[src/rtl/chan_mux_seq.sv]
// -----------------------------------------------------------------------------
// chan_mux_seq
//   N-channel to 1 multiplexer with a single registered output slot.
//   Channels are chosen either by an explicit index (manual mode) or by a
//   round-robin arbiter whose search starts at an internal pointer (auto mode).
//   One transfer per cycle is sustained when downstream keeps out_ready high.
//
// Ports
//   clk        rising-edge clock
//   rst_n      synchronous active-low reset
//   in_data    CHANNELS*WIDTH; channel i in bits [i*WIDTH +: WIDTH]
//   in_valid   per-channel data valid
//   in_ready   per-channel accept strobe, one-hot or zero, combinational
//   mode       0 = manual select via sel, 1 = auto round-robin
//   sel        channel index used in manual mode
//   out_data   registered data of the last accepted transfer
//   out_sel    channel index that out_data came from
//   out_valid  output slot holds a transfer
//   out_ready  downstream accept
// -----------------------------------------------------------------------------
module chan_mux_seq #(
    parameter int WIDTH    = 8,
    parameter int CHANNELS = 4,
    parameter int SEL_W    = $clog2(CHANNELS)
) (
    input  logic                      clk,
    input  logic                      rst_n,
    input  logic [CHANNELS*WIDTH-1:0] in_data,
    input  logic [CHANNELS-1:0]       in_valid,
    output logic [CHANNELS-1:0]       in_ready,
    input  logic                      mode,
    input  logic [SEL_W-1:0]          sel,
    output logic [WIDTH-1:0]          out_data,
    output logic [SEL_W-1:0]          out_sel,
    output logic                      out_valid,
    input  logic                      out_ready
);

    // Next channel index after idx, wrapping CHANNELS-1 back to 0 (CHANNELS
    // need not be a power of two, so a plain increment is not enough).
    function automatic logic [SEL_W-1:0] wrap_inc(input logic [SEL_W-1:0] idx);
        if ({1'b0, idx} == (SEL_W+1)'(CHANNELS - 1)) begin
            return '0;
        end
        return idx + SEL_W'(1);
    endfunction

    logic [WIDTH-1:0] data_p1;
    logic [SEL_W-1:0] sel_p1;
    logic             vld_p1;
    logic [SEL_W-1:0] ptr;

    logic             slot_free;
    logic             grant_vld;
    logic [SEL_W-1:0] grant_idx;
    logic [WIDTH-1:0] grant_data;
    logic [SEL_W-1:0] cidx;
    int               cand;

    // Stage p0: arbitration on live inputs, combinational accept strobe
    always_comb begin
        slot_free = !vld_p1 || out_ready;
        grant_vld = 1'b0;
        grant_idx = '0;
        cand      = 0;
        cidx      = '0;
        in_ready  = '0;
        // Gating with rst_n keeps in_ready silent for the whole reset cycle.
        if (rst_n && slot_free) begin
            if (!mode) begin
                // Out-of-range indices (non power-of-two CHANNELS) grant nothing.
                if (({1'b0, sel} < (SEL_W+1)'(CHANNELS)) && in_valid[sel]) begin
                    grant_vld = 1'b1;
                    grant_idx = sel;
                end
            end else begin
                // Lowest offset from ptr wins; the search wraps modulo CHANNELS.
                for (int k = 0; k < CHANNELS; k++) begin
                    cand = int'(ptr) + k;
                    if (cand >= CHANNELS) begin
                        cand = cand - CHANNELS;
                    end
                    cidx = SEL_W'(cand);
                    if (!grant_vld && in_valid[cidx]) begin
                        grant_vld = 1'b1;
                        grant_idx = cidx;
                    end
                end
            end
        end
        if (grant_vld) begin
            in_ready[grant_idx] = 1'b1;
        end
    end

    assign grant_data = in_data[grant_idx*WIDTH +: WIDTH];

    // Stage p1: output slot and round-robin pointer
    always_ff @(posedge clk) begin
        if (!rst_n) begin
            vld_p1  <= 1'b0;
            data_p1 <= '0;
            sel_p1  <= '0;
            ptr     <= '0;
        end else begin
            if (slot_free) begin
                vld_p1 <= grant_vld;
                if (grant_vld) begin
                    data_p1 <= grant_data;
                    sel_p1  <= grant_idx;
                end
            end
            // Manual-mode transfers leave the round-robin position untouched.
            if (grant_vld && mode) begin
                ptr <= wrap_inc(grant_idx);
            end
        end
    end

    assign out_data  = data_p1;
    assign out_sel   = sel_p1;
    assign out_valid = vld_p1;

endmodule

[config.mk]
export PLATFORM = sky130hd
export DESIGN_NAME = chan_mux_seq
export DESIGN_NICKNAME = d
export VERILOG_FILES = /design/src/rtl/chan_mux_seq.sv
export SDC_FILE = /design/constraint.sdc
export NUM_CORES = 1
export LEC_CHECK = 0
export BUFFER_PORTS_ARGS = -buffer_cell sky130_fd_sc_hd__buf_2
export CORE_ASPECT_RATIO = 1.5
export CORE_MARGIN = 4
export CORE_UTILIZATION = 45
export CTS_BUF_LIST = sky130_fd_sc_hd__clkbuf_4
export DETAILED_ROUTE_END_ITERATION = 16
export GPL_TIMING_DRIVEN = 1
export PLACE_DENSITY = 0.87
export SLEW_MARGIN = 20
export SYNTH_ARGS = -nofsm -noshare
export SYNTH_HDL_FRONTEND = slang
export SYNTH_SLANG_ARGS = --single-unit
[constraint.sdc]
create_clock -name clk -period 2.4 [get_ports clk]
set_input_delay 0.36 -clock clk [delete_from_list [all_inputs] [get_ports clk]]
set_output_delay 0.36 -clock clk [all_outputs]
set_load 0.1 [all_outputs]
==> flow_metrics.py, run 1 <==
metrics = {
    "setup_path": {
        "end_kind": "primary output",
        "cp_max_fo": 5,
        "rrSetupSlack_ns": 0.07,
        "reg2regPathDepth": 9,
        "path_class": "reg2out",
        "cp.required_ns": 2.04,
        "start_kind": "flip-flop",
        "critPathArrivalTime_ns": 2.05,
    },
    "route": {
        "viasPerCell": 5.626,
        "dr.pass1.iters": 4,
        "post_drt_wl_per_cell_um": 16.24,
        "num_vias": 1142,
        "ant_nets": 0,
        "wl_mm": 3.297,
        "drt_iter0_drc": 33,
        "drc": 0,
    },
    "sta": {
        "fmax_mhz": 414.8,
        "final.setup.tns_ns": -0.01560,
        "finalClockSkew_ns": 0.009858,
        "setup_ws_ns": -0.01085,
        "rsz0062_at_grt": "true",
        "whs_ns": 0.3650,
        "maxSlewViolCount": 0,
        "worstMarginPinSlew_ns": 0.4903,
        "max_slew_margin": 0.6754,
        "setup_viol": 2,
        "period_share": 1.005,
        "final_hold_viol_count": 0,
        "period_needed_ns": 2.411,
    },
    "synth": {
        "postSynthCellCount": 108,
        "synthesis.area_um2": 992.2,
        "ys_seq_area_frac": 0.2623,
        "muxShareOfSynthArea": 0.1955,
        "synth_simple_gate_area_frac": 0.2144,
        "syn_nets": 154,
        "synthXorXnorAreaFrac": 0,
        "yosysWarnings": 0,
        "ys_ff_latch": 13,
        "synth_edf_count": 0,
        "synthArstFlopShare": 0,
        "syn_avg_cell_area_um2": 9.187,
        "synth_fa_ha_area_frac": 0.05044,
        "ys.flop_type": "dfxtp_1",
        "ys_types": 38,
        "synth_top_family_by_area": "compound AO/OA/AOI/OAI gates",
        "synth_compound_area_frac": 0.2383,
    },
    "power": {
        "power_switching_uw": 416.5,
        "seqPwrFrac": 0.298,
        "p_int_uw": 462.0,
        "p_sw_frac": 0.4741,
        "power_uw": 878.6,
        "pwr-share-comb": 0.525,
        "p_per_area_nw_per_um2": 556.0,
        "clock_power_share": 0.177,
        "ir_drop_mv": 0.3762,
        "p_leak_nw": 0.7348,
    },
    "placed_design": {
        "hpwl_mm": 2.298,
        "dpl.cell_count": 190,
        "io_buffers": 56,
        "place_ws_ns": 0.06241,
        "gp_congestion": 0.8812,
        "dpl_cell_area_um2": 1368,
    },
    "cts": {
        "path_clk_slew_ns": 0.09,
        "cts_root_buffer": "clkbuf_4",
        "htree_levels": 1,
        "cts_tree": "done",
        "postCtsHoldBufs": 0,
        "clock_latency_ns": 0.29,
        "cts_max_path_buffers": 2,
        "numCtsBuffers": 3,
        "clkSinkCount": 13,
    },
    "outcome": {
        "violations": "setup timing",
        "outcome": "complete, but fails checks",
    },
    "floorplanning": {
        "pin_count": 57,
        "die_h_um": 65.51,
        "die_area_um2": 3036,
        "fp.coreArea_um2": 2077,
        "start_util": 0.4777,
        "die_x_um": 46.34,
        "core.rowCount": 20,
    },
    "global_route": {
        "grt_overflow_total": 0,
        "grt_usage": 0.2113,
        "gr-usage-met1": 0.2274,
        "busiest_layer": "met2",
        "grtUsageMet3": 0.04932,
        "antenna_found_initial": 0,
        "grt_pass1_wl_mm": 4.712,
        "grt_max_degree": 12,
        "grt_pass1_vias": 1075,
        "use_met2": 0.3724,
    },
    "cells_and_area": {
        "area.growth.synth_to_final_pct": 59.27,
        "layout-drive-gt1-share": 0.5912,
        "layout_common_cells": "buf_2 (52), mux2i_1 (15), buf_4 (15)",
        "postLayoutCellArea_um2": 1580,
        "finalNonFillerCells": 203,
        "final_common_cell": "buf_2",
        "layout.nets": 228,
        "fin_util": 0.7608,
        "diodes": 0,
    },
    "hold_path": {
        "hold_path_class": "in2reg",
        "hold_depth": 3,
    },
    "flow_run": {
        "cap_violations": 0,
    },
}
-- final timing paths --
| path | start | end |
|---|---|---|
| hold / removal | rst_n | ptr[0]$_SDFFE_PN0P_ |
| hold reg to reg | out_sel[1]$_SDFFE_PN0P_ | out_sel[1]$_SDFFE_PN0P_ |
| setup / recovery | ptr[1]$_SDFFE_PN0P_ | in_ready[1] |
| setup reg to reg | ptr[1]$_SDFFE_PN0P_ | out_data[3]$_SDFFE_PN0P_ |
-- power groups by stage --
stage	Clock, mW	Sequential [mW]	Combinational, mW
global route	0.171	0.266	0.485
floorplan	0	0.447	0.134
global placement	0	0.263	0.415
detailed placement	0	0.264	0.423
finish	0.156	0.262	0.461
CTS	0.156	0.259	0.431
-- area by class of cell --
class | instances | area, um^2
repair buffers | 72 | 467.9
inverters | 4 | 15.01
clock buffers | 4 | 30.03
well taps | 22 | 27.53
multi-input cells | 88 | 773.2
fillers | 120 | 496.7
flip-flops and latches | 13 | 266.5
-- cell usage after synthesis (2+ instances only) --
cell type  count  share of area
mux2i_1       16           0.16
dfxtp_1       13           0.26
nand2_1       11          0.042
nor2_1        10          0.038
and2_1         5          0.032
a211oi_2       4          0.050
a311o_1        4          0.040
ha_1           4          0.050
nand3_1        4          0.020
a21oi_1        3          0.015
inv_1          3          0.011
mux2_2         3          0.034
nand2b_1       2          0.013
nor2b_1        2          0.013
-- cell families (layout without fill, tap and decap cells) --
family                     after synthesis  after routing
muxes                                   19             19
adders and majority gates                4              4
AOI/OAI and AO/OA                       24             24
DFF                                     13             13
and+or+nand+nor                         41             41
buffers and inverters                    7             80
-- per-layer routing --
layer	share of wire	vias to the layer above
met3	0.058	10
met1	0.35	542
met4	0.030	0
li1	-	548
met5	0	-
met2	0.56	42
-- registers in the layout, summed over array words and instances, names as in the netlist --
name,count
out_sel,2
out_data,8
ptr,2
out_valid,1
-- worst max-delay path: stages (launching register included) --
cell      delay, ns
dfxtp_4        0.41
mux2i_4        0.26
o221ai_4       0.13
o31ai_4        0.33
buf_4          0.19
ha_4           0.13
and2_4         0.14
buf_12         0.17
-- what timing repair did --
item / CTS / global route
endpoints found under the setup margin: 4 / 4
pin swaps: 2 / 4
gates cloned: 0 / 0
setup buffers: 3 / 6
resized for setup: 7 / 20
Power figures use the tool's default switching activity.
==> inputs of run 2 (changes only) <==
--- a/config.mk
+++ b/config.mk
@@ -5,6 +5,7 @@
 export SDC_FILE = /design/constraint.sdc
 export NUM_CORES = 1
 export LEC_CHECK = 0
+export ABC_AREA = 1
 export BUFFER_PORTS_ARGS = -buffer_cell sky130_fd_sc_hd__buf_2
 export CORE_ASPECT_RATIO = 1.5
 export CORE_MARGIN = 4
@@ -12,7 +13,7 @@
 export CTS_BUF_LIST = sky130_fd_sc_hd__clkbuf_4
 export DETAILED_ROUTE_END_ITERATION = 16
 export GPL_TIMING_DRIVEN = 1
-export PLACE_DENSITY = 0.87
+export PLACE_DENSITY = 0.82
 export SLEW_MARGIN = 20
 export SYNTH_ARGS = -nofsm -noshare
 export SYNTH_HDL_FRONTEND = slang
==> run 2 against run 1 <==
The flow still finishes with violations (setup timing). Cell count up 65%. Fmax fell by 6.3%. Hold slack got worse by 0.065 ns. Critical path type unchanged. Critical endpoint is now in_ready[2].
==> flow_metrics.py, run 2 <==
metrics = {
    "sta": {
        "period_needed_ns": 2.573,
        "setup_viol": 4,
        "maxSlewViolCount": 0,
        "setup_ws_ns": -0.1732,
        "final_hold_viol_count": 0,
        "rsz0062_at_grt": "true",
        "period_share": 1.072,
        "finalClockSkew_ns": 0.009236,
        "worstMarginPinSlew_ns": 0.5006,
        "max_slew_margin": 0.6686,
        "fmax_mhz": 388.6,
    },
    "synth": {
        "ys_types": 24,
        "synthArstFlopShare": 0,
        "synth_edf_count": 0,
        "synth.top_cell.area_share": 0.2545,
        "syn_nets": 269,
        "synthesis.area_um2": 1254,
        "yosysWarnings": 0,
        "synth.top_cells.by_area": "nand2_1 (25%), dfxtp_1 (21%), nand3_1 (10%)",
        "ys_top_cells_by_count": "nand2_1 (85), inv_1 (34), nand3_1 (26)",
        "ys_ff_latch": 13,
        "ys.flop_type": "dfxtp_1",
        "yosysTopAreaCell": "nand2_1",
        "postSynthCellCount": 223,
        "syn_avg_cell_area_um2": 5.622,
        "synth.most_common_cell": "nand2_1",
        "ys_seq_area_frac": 0.2076,
    },
    "setup_path": {
        "cp_max_fo": 7,
        "rrSetupSlack_ns": 0.23,
        "rr_endpoint": "out_data[4]$_SDFFE_PN0P_",
        "cp.required_ns": 2.04,
        "path_class": "reg2out",
        "end_kind": "primary output",
        "reg2reg_from": "ptr[0]$_SDFFE_PN0P_",
        "cp_slowest_stage_delay_ns": 0.37,
        "cpLargestDelayFamily": "simple AND/OR/NAND/NOR gates",
        "crit_buf_inv": 3,
        "reg2regPathDepth": 16,
        "critPathArrivalTime_ns": 2.21,
        "cpMaxStageDelayCell": "dfxtp_4",
        "worstPathCellList": "buf_8, nand2_2, nand2_2, nand2_2, nand2_2, nor2_4, nand3_2, nand3_2, nand2_4, a21oi_4, ha_2, inv_2, nor2_4, buf_12",
        "crit_top_cell": "nand2_2",
        "start_kind": "flip-flop",
    },
    "floorplanning": {
        "core.rowCount": 23,
        "pin_count": 57,
        "fp.coreArea_um2": 2676,
        "die_x_um": 51.10,
        "start_util": 0.4684,
        "die_area_um2": 3712,
        "die_h_um": 72.65,
    },
    "cts": {
        "clkSinkCount": 13,
        "clock_latency_ns": 0.28,
        "cts_max_path_buffers": 2,
        "numCtsBuffers": 3,
        "cts_tree": "done",
        "htree_levels": 1,
        "path_clk_slew_ns": 0.09,
        "cts_root_buffer": "clkbuf_4",
    },
    "power": {
        "p_leak_nw": 1.116,
        "power_mw": 1.058,
        "ir_drop_mv": 0.3057,
        "p_per_area_nw_per_um2": 537.6,
    },
    "route": {
        "post_drt_wl_per_cell_um": 12.28,
        "drt_iter0_drc": 55,
        "ant_nets": 0,
        "wl_mm": 4.103,
        "dr.pass1.iters": 4,
        "num_vias": 1635,
        "viasPerCell": 4.895,
        "drc": 0,
    },
    "outcome": {
        "outcome": "complete, but fails checks",
        "violations": "setup timing",
    },
    "cells_and_area": {
        "layout_common_cells": "nand2_1 (70), buf_2 (52), inv_1 (29)",
        "layout-drive-gt1-share": 0.4444,
        "largest_reg_flops": 8,
        "area.growth.synth_to_final_pct": 56.99,
        "diodes": 0,
        "layout.nets": 344,
        "fin_util": 0.7354,
        "final_common_cell": "nand2_1",
    },
    "hold_path": {
        "worst_hold_path.endpoint": "out_data[7]$_SDFFE_PN0P_",
        "holdCritStartpoint": "in_data[7]",
        "hold_path_class": "in2reg",
        "hold_depth": 3,
    },
    "global_route": {
        "grt_max_degree": 13,
        "antenna_found_initial": 0,
        "gr-usage-met1": 0.2377,
        "grt_usage": 0.2197,
        "grtUsageMet3": 0.02249,
        "busiest_layer": "met2",
        "grt_pass1_vias": 1559,
        "use_met2": 0.4204,
        "grt_pass1_wl_mm": 6.389,
        "grt_overflow_total": 0,
    },
    "placed_design": {
        "gp_congestion": 0.8399,
        "hpwl_mm": 2.862,
        "io_buffers": 56,
    },
    "flow_run": {
        "cap_violations": 0,
    },
}
[run 2: changes by cell type in the layout (fill, tap and decap cells not counted), moves of 4 or more]
cell and change:
nand3b_1 +4, a311o_1 -4, nand3_1 +20, nand2_4 +6
nand2_2 +16, nor2_4 +5, a211oi_2 -4, buf_4 +4
nand2_1 +60, inv_1 +26, mux2i_1 -15, and2_4 -5
o21ai_0 +4
[run 2: routing by layer]
layer	wire, um	vias to the layer above	share of wire
li1	-	838	-
met1	1503	739	0.37
met2	2365	51	0.58
met3	180	7	0.044
met4	53	0	0.013
met5	0	-	0
[run 2: area by class of cell]
cell class / instances / area, um^2
Timing Repair Buffer: 77 / 509.2
Inverter: 36 / 142.6
Multi-Input combinational cell: 167 / 970.9
Fill cell: 238 / 708.2
Sequential cell: 13 / 269.0
Tap cell: 37 / 46.29
Clock buffer: 4 / 30.03
[run 2: through the flow]
stage | setup slack (ns) | hold slack [ns] | area [um^2] | TNS, ns | cells
final | -0.1732 | 0.3004 | 1968 | -0.5247 | 334
after global routing | -0.2863 | 0.3102 | 1968 | -1.037 | 334
after CTS | -0.1346 | 0.2909 | 1866 | -0.4222 | 329
after detailed placement | -0.0007294 | 0.4571 | 1704 | -0.0007294 | 320
after global placement | 0.06335 | 0.4526 | 1704 | 0 | 320
after floorplan | 0.01259 | 0.4891 | 1285 | 0 | 223
[run 2: power breakdown]
group	internal, mW	switching, mW
combinational	0.192	0.453
clock	0.0758	0.0744
sequential	0.244	0.0185
[run 2: cells by family (layout without fill, tap and decap cells)]
kind of cell / Yosys count / count (layout) / synth area share
flops: 13 / 13 / 0.2076
simple gates: 146 / 146 / 0.5210
buf+inv: 43 / 117 / 0.1477
compound gates: 17 / 17 / 0.08383
fa+ha+maj: 4 / 4 / 0.03992
[run 2: worst min-delay path: cells and delay by family]
kind / cells / cell delay, ns
compound gates: 1 / 0.05
buf+inv: 1 / 0.08
simple gates: 1 / 0.06
[run 2: repair_timing]
item / CTS / global route
pin swaps: 13 / 14
buffers inserted: 5 / 5
hold buffers: 0 / 0
setup endpoints to repair: 4 / 4
gates resized for setup: 29 / 19
[run 2: worst max-delay path by stage]
stage / startpoint / to / slack [ns] / cells past startpoint
after CTS: ptr[0]$_SDFFE_PN0P_ / in_ready[3] / -0.13 / 16
after global routing: ptr[0]$_SDFFE_PN0P_ / in_ready[2] / -0.29 / 14
after global placement: in_valid[1] / in_ready[1] / 0.06 / 16
final: ptr[0]$_SDFFE_PN0P_ / in_ready[2] / -0.17 / 14
after detailed placement: ptr[0]$_SDFFE_PN0P_ / in_ready[3] / -0.0007 / 15
after floorplan: ptr[0]$_SDFFE_PN0P_ / in_ready[1] / 0.01 / 14
==> inputs of run 3 (changes only) <==
--- a/config.mk
+++ b/config.mk
@@ -8,12 +8,11 @@
 export ABC_AREA = 1
 export BUFFER_PORTS_ARGS = -buffer_cell sky130_fd_sc_hd__buf_2
 export CORE_ASPECT_RATIO = 1.5
-export CORE_MARGIN = 4
-export CORE_UTILIZATION = 45
+export CORE_UTILIZATION = 44
 export CTS_BUF_LIST = sky130_fd_sc_hd__clkbuf_4
 export DETAILED_ROUTE_END_ITERATION = 16
 export GPL_TIMING_DRIVEN = 1
-export PLACE_DENSITY = 0.82
+export PLACE_DENSITY = 0.84
 export SLEW_MARGIN = 20
 export SYNTH_ARGS = -nofsm -noshare
 export SYNTH_HDL_FRONTEND = slang
==> constraint.sdc (replaced) <==
create_clock -name clk -period 2.15 [get_ports clk]
set_input_delay 0.3225 -clock clk [delete_from_list [all_inputs] [get_ports clk]]
set_output_delay 0.3225 -clock clk [all_outputs]
set_load 0.1 [all_outputs]
==> run 3 against run 2 <==
The run still ends with setup timing left. Power increased by 11%. First-iteration DRC count down 5.5%. Non-clock buffer count decreased by 1. Cell count shrank 0.30%. Critical path depth unchanged. Count of clock-buffer cells in the layout stayed put. Worst setup slack got worse by 0.21 ns. Cell area is 0.83% lower. Critical endpoint unchanged. Highest routed layer unchanged.
==> flow_metrics.py, run 3 (synthesized netlist as in run 2, its figures left out) <==
metrics = {
    "cells_and_area": {
        "diodes": 0,
        "largest_reg_flops": 8,
        "layout.nets": 343,
        "layout_common_cells": "nand2_1 (70), buf_2 (52), inv_1 (30)",
        "final_common_cell": "nand2_1",
        "nFillCells": 216,
        "layout-drive-gt1-share": 0.4358,
        "finalNonFillerCells": 333,
        "area.growth.synth_to_final_pct": 55.69,
    },
    "sta": {
        "worstMarginPinSlew_ns": 0.5080,
        "setup_ws_ns": -0.3799,
        "fmax_mhz": 395.3,
        "maxSlewViolCount": 0,
        "period_share": 1.177,
        "final_hold_viol_count": 0,
        "setup_viol": 4,
        "max_slew_margin": 0.6637,
        "period_needed_ns": 2.530,
        "whs_ns": 0.2531,
        "finalClockSkew_ns": 0.01394,
        "rsz0062_at_grt": "true",
    },
    "setup_path": {
        "cp.required_ns": 1.83,
        "start_kind": "flip-flop",
        "rrSetupSlack_ns": 0.11,
        "end_kind": "primary output",
        "cp_max_fo": 4,
        "rr_endpoint": "out_data[3]$_SDFFE_PN0P_",
        "path_class": "reg2out",
        "reg2reg_from": "ptr[0]$_SDFFE_PN0P_",
        "reg2regPathDepth": 19,
        "critPathArrivalTime_ns": 2.21,
    },
    "outcome": {
        "violations": "setup timing",
        "outcome": "complete, but fails checks",
    },
    "floorplanning": {
        "start_util": 0.4684,
        "pin_count": 57,
        "core.rowCount": 23,
        "die_x_um": 45.59,
        "die_area_um2": 3071,
        "fp.coreArea_um2": 2676,
        "die_h_um": 67.38,
    },
    "route": {
        "viasPerCell": 4.862,
        "dr.pass1.iters": 4,
        "drt_iter0_drc": 52,
        "wl_mm": 3.772,
        "num_vias": 1619,
        "post_drt_wl_per_cell_um": 11.33,
        "ant_nets": 0,
        "drc": 0,
    },
    "global_route": {
        "grt_pass1_vias": 1393,
        "antenna_found_initial": 0,
        "grt_usage": 0.2505,
        "grt_pass1_wl_mm": 5.706,
        "grt_overflow_total": 0,
        "grt_max_degree": 14,
    },
    "cts": {
        "cts_root_buffer": "clkbuf_4",
        "postCtsHoldBufs": 0,
        "htree_levels": 1,
        "cts_max_path_buffers": 2,
        "clkSinkCount": 13,
        "cts_tree": "done",
        "numCtsBuffers": 3,
        "clock_latency_ns": 0.28,
        "path_clk_slew_ns": 0.09,
    },
    "power": {
        "ir_drop_mv": 0.5407,
        "p_per_area_nw_per_um2": 603.8,
        "p_leak_nw": 1.114,
    },
    "placed_design": {
        "dpl.cell_count": 325,
        "place_ws_ns": -0.09725,
        "io_buffers": 56,
        "hpwl_mm": 2.681,
        "gp_congestion": 0.8847,
    },
    "hold_path": {
        "worst_hold_path.endpoint": "out_data[0]$_SDFFE_PN0P_",
        "hold_path_class": "in2reg",
        "hold_depth": 3,
        "holdCritStartpoint": "in_data[0]",
    },
    "flow_run": {
        "cap_violations": 0,
    },
}
## run 3: cell types whose count changed in the layout (fill, tap and decap cells not counted), sizes merged
cell | before | now
buf | 77 | 76
## run 3: critical path, cell delays in order (launching register included)
cell and delay [ns]:
dfxtp_4 0.37, buf_6 0.13, nand2_1 0.07, nand2_2 0.07, nand2_2 0.06, nand2_2 0.07, nor2_4 0.14, nand3_2 0.10
nand3_2 0.08, nand2_2 0.08, a21oi_4 0.22, ha_2 0.22, inv_2 0.04, nor2_4 0.10, buf_12 0.18
## run 3: routing by layer
layer,up-vias,global-route usage,part of all wire,routed length (um)
met5,-,0,0,0
li1,835,-,-,-
met4,0,0.1136,0.020,75
met3,8,0.02941,0.044,165
met2,54,0.4554,0.55,2086
met1,722,0.2776,0.38,1446
## run 3: area by class of cell
cell class | instances | area [um^2] | area share
timing repair buffer | 76 | 525.5 | 0.2692
sequential | 13 | 269.0 | 0.1378
clock buffer | 4 | 30.03 | 0.01538
multi-input combinational | 167 | 935.9 | 0.4795
tap | 37 | 46.29 | 0.02372
inverter | 36 | 145.1 | 0.07436
## run 3: report_power, final
part	internal, mW	switching (mW)
sequential	0.273	0.0201
combinational	0.218	0.498
clock	0.0846	0.0849
## run 3: metrics by stage
step                      setup TNS, ns  utilization  cell area, um^2  total power, mW
final                            -1.430       0.7293             1952            1.179
after global routing             -2.025       0.7293             1952            1.243
after CTS                        -1.199       0.7158             1916            1.153
after detailed placement        -0.1940       0.6667             1784           0.9550
after global placement         -0.06900       0.6667             1784           0.9475
after floorplan                 -0.5243            -             1319           0.7925
## run 3: timing repair
item                                    CTS  global route
setup buffers                             4             0
pin swaps                                13             3
gates resized for setup                  20            13
endpoints found under the setup margin    4            10
hold endpoints to repair                  0             0
## run 3: worst max-delay path by stage
stage / from / end / slack [ns] / cells after the start
CTS: ptr[0]$_SDFFE_PN0P_ / in_ready[2] / -0.30 / 16
global placement: ptr[0]$_SDFFE_PN0P_ / in_ready[0] / -0.04 / 15
floorplan: ptr[0]$_SDFFE_PN0P_ / in_ready[2] / -0.17 / 13
global route: ptr[0]$_SDFFE_PN0P_ / in_ready[2] / -0.49 / 14
finish: ptr[0]$_SDFFE_PN0P_ / in_ready[2] / -0.38 / 14
detailed placement: ptr[0]$_SDFFE_PN0P_ / in_ready[0] / -0.1 / 15
